File: config.mk
export PLATFORM = sky130hd
export DESIGN_NAME = serial_subtractor
export DESIGN_NICKNAME = d
export VERILOG_FILES = /design/src/rtl/serial_subtractor.sv
export SDC_FILE = /design/constraint.sdc
export NUM_CORES = 1
export LEC_CHECK = 0
export CAP_MARGIN = 30
export CORE_AREA = 2 2 143 145
export CTS_CLUSTER_SIZE = 20
export DETAILED_ROUTE_END_ITERATION = 7
export DIE_AREA = 0 0 145 147
export PLACE_DENSITY = 0.62
export SLEW_MARGIN = 20
export SYNTH_ARGS = -nofsm -noshare
export SYNTH_HDL_FRONTEND = slang
export SYNTH_SLANG_ARGS = --single-unit
File: constraint.sdc
create_clock -name clk -period 2.1 [get_ports clk]
set_clock_uncertainty 0.2 [all_clocks]
set_input_delay 0.315 -clock clk [delete_from_list [all_inputs] [get_ports clk]]
set_output_delay 0.315 -clock clk [all_outputs]
set_load 0.1 [all_outputs]
File: src/rtl/serial_subtractor.sv
// Digit-serial two's-complement subtractor: diff = a - b - bin over WIDTH bits, DIGIT bits per cycle.
// Optional macro SERIAL_SUB_BACK_TO_BACK_EN lets DONE accept new operands on the consuming edge.
module serial_subtractor #(
    parameter int unsigned WIDTH = 32,
    parameter int unsigned DIGIT = 1
) (
    input  logic             clk,
    input  logic             rst,
    input  logic             start,
    output logic             in_ready,
    input  logic [WIDTH-1:0] a,
    input  logic [WIDTH-1:0] b,
    input  logic             bin,
    output logic             out_valid,
    input  logic             out_ready,
    output logic [WIDTH-1:0] diff,
    output logic             bout,
    output logic             of
);

    localparam int unsigned STEPS = WIDTH / DIGIT;
    localparam int unsigned CW    = (STEPS > 1) ? $clog2(STEPS) : 1;

    typedef enum logic [1:0] {IDLE, RUN, DONE} state_t;

    state_t            state;
    logic              idle_rdy;
    logic [WIDTH-1:0]  a_sh;
    logic [WIDTH-1:0]  b_sh;
    logic [WIDTH-1:0]  acc;
    logic              br;
    logic [CW-1:0]     cnt;
    logic              a_msb;
    logic              b_msb;

    logic [DIGIT-1:0]       d_digit;
    logic                   br_next;
    logic [WIDTH+DIGIT-1:0] acc_wide;
    logic [WIDTH-1:0]       acc_next;
    logic                   of_next;
    logic                   last_step;

    // Ripple-borrow chain over the current low digit of the operand registers
    always_comb begin
        logic x;
        logic y;
        logic c;
        d_digit = '0;
        c       = br;
        x       = 1'b0;
        y       = 1'b0;
        for (int i = 0; i < int'(DIGIT); i++) begin
            x          = a_sh[i];
            y          = b_sh[i];
            d_digit[i] = x ^ y ^ c;
            c          = (~x & y) | (~(x ^ y) & c);
        end
        br_next  = c;
        acc_wide = {d_digit, acc};
        acc_next = acc_wide[WIDTH+DIGIT-1:DIGIT];
        of_next  = (a_msb != b_msb) && (acc_next[WIDTH-1] != a_msb);
    end

    assign last_step = (cnt == CW'(STEPS - 1));

`ifdef SERIAL_SUB_BACK_TO_BACK_EN
    // In DONE readiness follows the consumer so a result and new operands can swap on one edge
    assign in_ready = (state == DONE) ? out_ready : idle_rdy;
`else
    assign in_ready = idle_rdy;
`endif

    always_ff @(posedge clk) begin
        if (rst) begin
            state     <= IDLE;
            idle_rdy  <= 1'b1;
            out_valid <= 1'b0;
            diff      <= '0;
            bout      <= 1'b0;
            of        <= 1'b0;
            a_sh      <= '0;
            b_sh      <= '0;
            acc       <= '0;
            br        <= 1'b0;
            cnt       <= '0;
            a_msb     <= 1'b0;
            b_msb     <= 1'b0;
        end else begin
            case (state)
                IDLE: begin
                    if (start) begin
                        a_sh     <= a;
                        b_sh     <= b;
                        a_msb    <= a[WIDTH-1];
                        b_msb    <= b[WIDTH-1];
                        br       <= bin;
                        cnt      <= '0;
                        idle_rdy <= 1'b0;
                        state    <= RUN;
                    end
                end
                RUN: begin
                    a_sh <= a_sh >> DIGIT;
                    b_sh <= b_sh >> DIGIT;
                    acc  <= acc_next;
                    br   <= br_next;
                    cnt  <= cnt + CW'(1);
                    if (last_step) begin
                        diff      <= acc_next;
                        bout      <= br_next;
                        of        <= of_next;
                        out_valid <= 1'b1;
                        state     <= DONE;
                    end
                end
                DONE: begin
                    if (out_ready) begin
                        out_valid <= 1'b0;
`ifdef SERIAL_SUB_BACK_TO_BACK_EN
                        if (start) begin
                            a_sh  <= a;
                            b_sh  <= b;
                            a_msb <= a[WIDTH-1];
                            b_msb <= b[WIDTH-1];
                            br    <= bin;
                            cnt   <= '0;
                            state <= RUN;
                        end else begin
                            idle_rdy <= 1'b1;
                            state    <= IDLE;
                        end
`else
                        idle_rdy <= 1'b1;
                        state    <= IDLE;
`endif
                    end
                end
                default: begin
                    idle_rdy <= 1'b1;
                    state    <= IDLE;
                end
            endcase
        end
    end

endmodule

== After elaboration in Yosys (flattened, before gate mapping) ==
Cells that the tools add are included.

* Input port bits: 69
* Output and inout bits: 36
* Register bits after elaboration: 142

* Equal/unequal tests: 8
* Mux-type cells: 18
* Reduce and logical (&&, ||, !) cells: 10
* $add $sub $neg: 1
* Bitwise operators: 8

{| class="wikitable"
|+ Operators by type and width
! kind !! number
|-
| $pmux 32 s2 || 2
|-
| $mux 32 || 2
|-
| $pmux 5 s2 || 1
|-
| $reduce_and 3->1 || 3
|-
| $mux 2 || 3
|-
| $ne 2x2->1 const B || 3
|-
| $pmux 2 s3 || 1
|-
| $reduce_and 2->1 || 3
|-
| $add 5x1->5 const B || 1
|-
| $eq 5x5->1 const B || 1
|-
| $mux 1 || 5
|-
| $mux 5 || 1
|-
| $pmux 1 s2 || 2
|-
| $reduce_bool 2->1 || 2
|-
| $not 1->1 || 3
|-
| $pmux 1 s3 || 1
|-
| $and 1x1->1 || 2
|-
| $eq 2x1->1 const B || 1
|-
| $eq 2x2->1 const B || 1
|-
| $logic_not 2->1 || 1
|-
| $ne 1x1->1 || 2
|-
| $xor 1x1->1 || 2
|-
| $logic_and 1x1->1 || 1
|-
| $or 1x1->1 || 1
|}

== Longest topological paths before layout ==
* Word-level depth: 5
* Depth in mapped cells: 8
* Depth with buffers taken out: 6

== Worst setup path after synthesis ==
Ideal clock, no wire load.

* Path kind: reg-to-reg
* Start: register cnt[0]
* End: register diff[10]
* Cell stages (with the launch flop): 8
* Buffers on the path: 1
* Data required time: 1830 ps
* Slack: 256 ps
* Arrival: 1573 ps
* Setup time: 70 ps
* Cell sequence: dfxtp_1 -> ha_1 -> and3_1 -> ha_1 -> nand3b_1 -> clkbuf_1 -> nand2_1 -> a21oi_1

* Longest elaborated chain between the ends: 2

{| class="wikitable"
|+ Ends and longest elaborated chain
! element !! RTL line !! text
|-
| start, declared || 32 || <nowiki>logic [CW-1:0] cnt;</nowiki>
|-
| start signal, assigned || 107 || <nowiki>cnt <= cnt + CW'(1);</nowiki>
|-
| $eq 5x5->1 || 64 || <nowiki>assign last_step = (cnt == CW'(STEPS - 1));</nowiki>
|-
| $reduce_and 2->1 (no line) || -- ||
|-
| end signal, assigned || 109 || <nowiki>diff <= acc_next;</nowiki>
|-
| end, declared || 16 || <nowiki>output logic [WIDTH-1:0] diff,</nowiki>
|}

No other way between the ends.
A chain may end at the register's enable or synchronous reset.

== Final worst setup path ==
* Start: register b_sh[0]
* End: register of

* Longest elaborated chain between the ends: 4

{| class="wikitable"
|+ Ends and longest elaborated chain
! element !! RTL line !! text
|-
| start, declared || 29 || <nowiki>logic [WIDTH-1:0] b_sh;</nowiki>
|-
| start signal, assigned || 104 || <nowiki>b_sh <= b_sh >> DIGIT;</nowiki>
|-
| $xor 1x1->1 (2 in series) || 55 || <nowiki>d_digit[i] = x ^ y ^ c;</nowiki>
|-
| net d_digit || 36 || <nowiki>logic [DIGIT-1:0] d_digit;</nowiki>
|-
| $ne 1x1->1 || 61 || <nowiki>of_next = (a_msb != b_msb) && (acc_next[WIDTH-1] != a_msb);</nowiki>
|-
| $logic_and 1x1->1 || 61 ||
|-
| end signal, assigned || 111 || <nowiki>of <= of_next;</nowiki>
|-
| end, declared || 18 || <nowiki>output logic of</nowiki>
|}

The timed path passes the listed nets, and every way through them passes these cells.

==> impl_metrics.ini <==
[place]
placement.io_buffers = 104
dpl_cell_area_mm2 = 0.00718
dp_slack_ns = 0.132
place.gp.congestion = 0.736
hpwl_um = 8930
place_inst = 1042

[synthesis]
yosys.area.top_type = dfxtp_1
yosysTopAreaCellShare_pct = 48.3
synth_area_leaders = dfxtp_1, nand2_1, a211oi_2
synth_nets = 777
synth-seq-cells = 141
synth_area_per_cell_um2 = 8.29
seq_area_frac_synth_pct = 48.3
yosys_warnings = 0
synth_area_mm2 = 0.00584
ys_types = 35
syn_inst = 705

[route]
via_per_inst = 4.61
wl_per_cell_um = 13.0
detail_route.iter0.violations = 331
ant_nets = 0
routed-wl-met2_um = 6480
drc = 0
m1WireLength_um = 6790
wl_um = 14000
top_layer = met4
met3_length_um = 652
drtPass1Iterations = 4
num_vias = 4949

[setup_path]
crit_chain = inv_1 -> fa_1 -> or3b_2 -> a311oi_1
arrival_ns = 2.04
setup.worst_path.class = reg -> reg
reg2reg_depth = 4
startpoint = b_sh[0]$_SDFFE_PP0P_
rr_endpoint = of$_SDFFE_PP0P_
worstSetupStartpointType = register
reg2reg_slack_ns = 0.20
cp_slowest_cell = fa_1
critPathMaxStageDelay_ns = 0.54
reg2reg_from = b_sh[0]$_SDFFE_PP0P_
end_kind = register
crit_path_max_fanout = 4
required_ns = 2.23

[timing]
finalHoldViolations = 0
slew_headroom_pct = 62.4
timing.final.crit_share_pct = 90.6
fmax_ghz = 0.525
slew_violations = 0
finalCriticalPeriod_ns = 1.90
finalWorstSetupSlack_ns = 0.197
hold_ws_ns = 0.146
rsz0062_at_grt = no
tns_ns = 0
setup_viol = 0
tightestPinTransition_ns = 0.564

[global_routing]
grt_pass1_wl_um = 23700
grt_pass1_vias = 4731
grt-ovfl-total = 0
antenna_found_initial = 0
track_usage_pct = 13.6
grt_max_degree = 58

[hold_path]
whs_endpoint = a_msb$_SDFFE_PP0P_
hp-class = in -> reg
min_from = rst
whs_path_depth = 2

[clocking]
clkSlewWorstSetupHoldPaths_ns = 0.07
root_buffer = clkbuf_16
h-tree-depth = 4
cts_tree = done
post_cts_resized = 0
clock_latency_ns = 0.42
cts_setup_buffers = 0
tritoncts.num_buffers = 17
cts_hold_repair.buffers = 0
cts_sinks = 141
clk_path_buf_depth = 2

[outcome]
outcome = complete, no violations

[die]
core_mm2 = 0.0198
die_x_um = 145
rows = 52
initial_core_util_pct = 29.5
die_y_um = 147
pin_count = 105
die_area_mm2 = 0.0213

[finish]
fill_cells = 2047
fin_cells = 1074
drive_above_1_share_pct = 19.7
diodes = 0
syn_to_final_growth_pct = 32.9
fin_area_mm2 = 0.00777
final_nets = 863
post-route-util_pct = 39.2

[pwr]
p_leak_nw = 2.89
totalPowerFinal_mw = 6.62
power.density_mw_per_mm2 = 853
ir_drop_mv = 0.525

[flow_run]
cap_violations = 0
-- cell families after synthesis --
| logic type | after synthesis | synth area share (%) |
|---|---|---|
| and+or+nand+nor | 283 | 19.1 |
| AOI/OAI and AO/OA | 213 | 26.6 |
| DFF | 141 | 48.3 |
| buffers and inverters | 65 | 5.22 |
| adders and majority gates | 3 | 0.771 |
-- synthesized netlist by cell type (all sizes together) --
library cell,count
buf,39
nor3b,1
fa,1
nand2b,2
ha,2
clkbuf,22
o211a,1
inv,4
and3b,1
o21ai,4
o22ai,3
or3b,1
a221oi,1
a21oi,132
or2,2
dfxtp,141
nor2,67
o21ba,1
and3,1
a211oi,63
nor2b,5
a311oi,2
a221o,1
a31oi,1
o21bai,1
nand3b,2
or3,1
nand2,196
a22oi,2
nand3,3
nor3,1
a21o,1
-- flip-flops by register name, summed over array words and instances, names as in the netlist --
name and count:
of 1, a_sh 32, a_msb 1, out_valid 1, in_ready 1, cnt 5
b_msb 1, state 2, bout 1, b_sh 32, acc 31, br 1
diff 32
-- critical path, delay by kind of cell, from the launching register on --
family / cells / cell delay (ns)
compound gates: 1 / 0.25
fa+ha+maj: 1 / 0.54
flops: 1 / 0.30
simple gates: 1 / 0.47
buf+inv: 1 / 0.07
-- metal layers --
layer	vias to the layer above	global-route usage (%)
met5	-	0
met4	0	4.55
met3	7	4.29
met2	117	20.7
met1	2269	18.3
li1	2556	-
-- layout make-up --
| type | instances | area [um2] | area share (%) |
|---|---|---|---|
| inverter | 4 | 15.0 | 0.193 |
| clock buffer | 17 | 425 | 5.48 |
| multi-input combinational | 499 | 2740 | 35.3 |
| sequential | 141 | 2820 | 36.3 |
| clock inverter | 15 | 169 | 2.17 |
| timing repair buffer | 128 | 1260 | 16.2 |
| tap | 270 | 338 | 4.35 |
-- cell usage in the layout (no fill, tap or decap), types with 2 or more instances in the layout --
cell	n
a211oi_1	5
a211oi_2	58
a21oi_1	132
a22oi_1	2
a311oi_1	2
buf_12	10
buf_4	50
clkbuf_16	17
clkdlybuf4s50_1	67
clkinv_4	3
dfxtp_1	141
ha_1	2
inv_1	4
inv_6	5
inv_8	4
nand2_1	196
nand3_1	3
nand3b_1	2
nor2_1	67
nor2b_1	4
o21ai_0	4
o22ai_1	3
or2_2	2
-- power breakdown --
part / internal, mW / leakage (nW) / switching [mW]
clock network: 1.70 / 0.290 / 1.32
logic: 0.340 / 1.45 / 0.410
registers: 2.80 / 1.15 / 0.0630
-- how the worst max path moves through the flow --
stage | endpoint | slack (ns) | depth (start not counted)
global route | diff[16]$_SDFFE_PP0P_ | 0.03 | 7
global placement | a_sh[21]$_SDFFE_PP0P_ | 0.18 | 5
floorplan | diff[10]$_SDFFE_PP0P_ | 0.26 | 7
finish | of$_SDFFE_PP0P_ | 0.20 | 4
detailed placement | b_sh[26]$_SDFFE_PP0P_ | 0.13 | 5
CTS | of$_SDFFE_PP0P_ | 0.19 | 3
No activity file was read; power rests on OpenSTA's default activity.
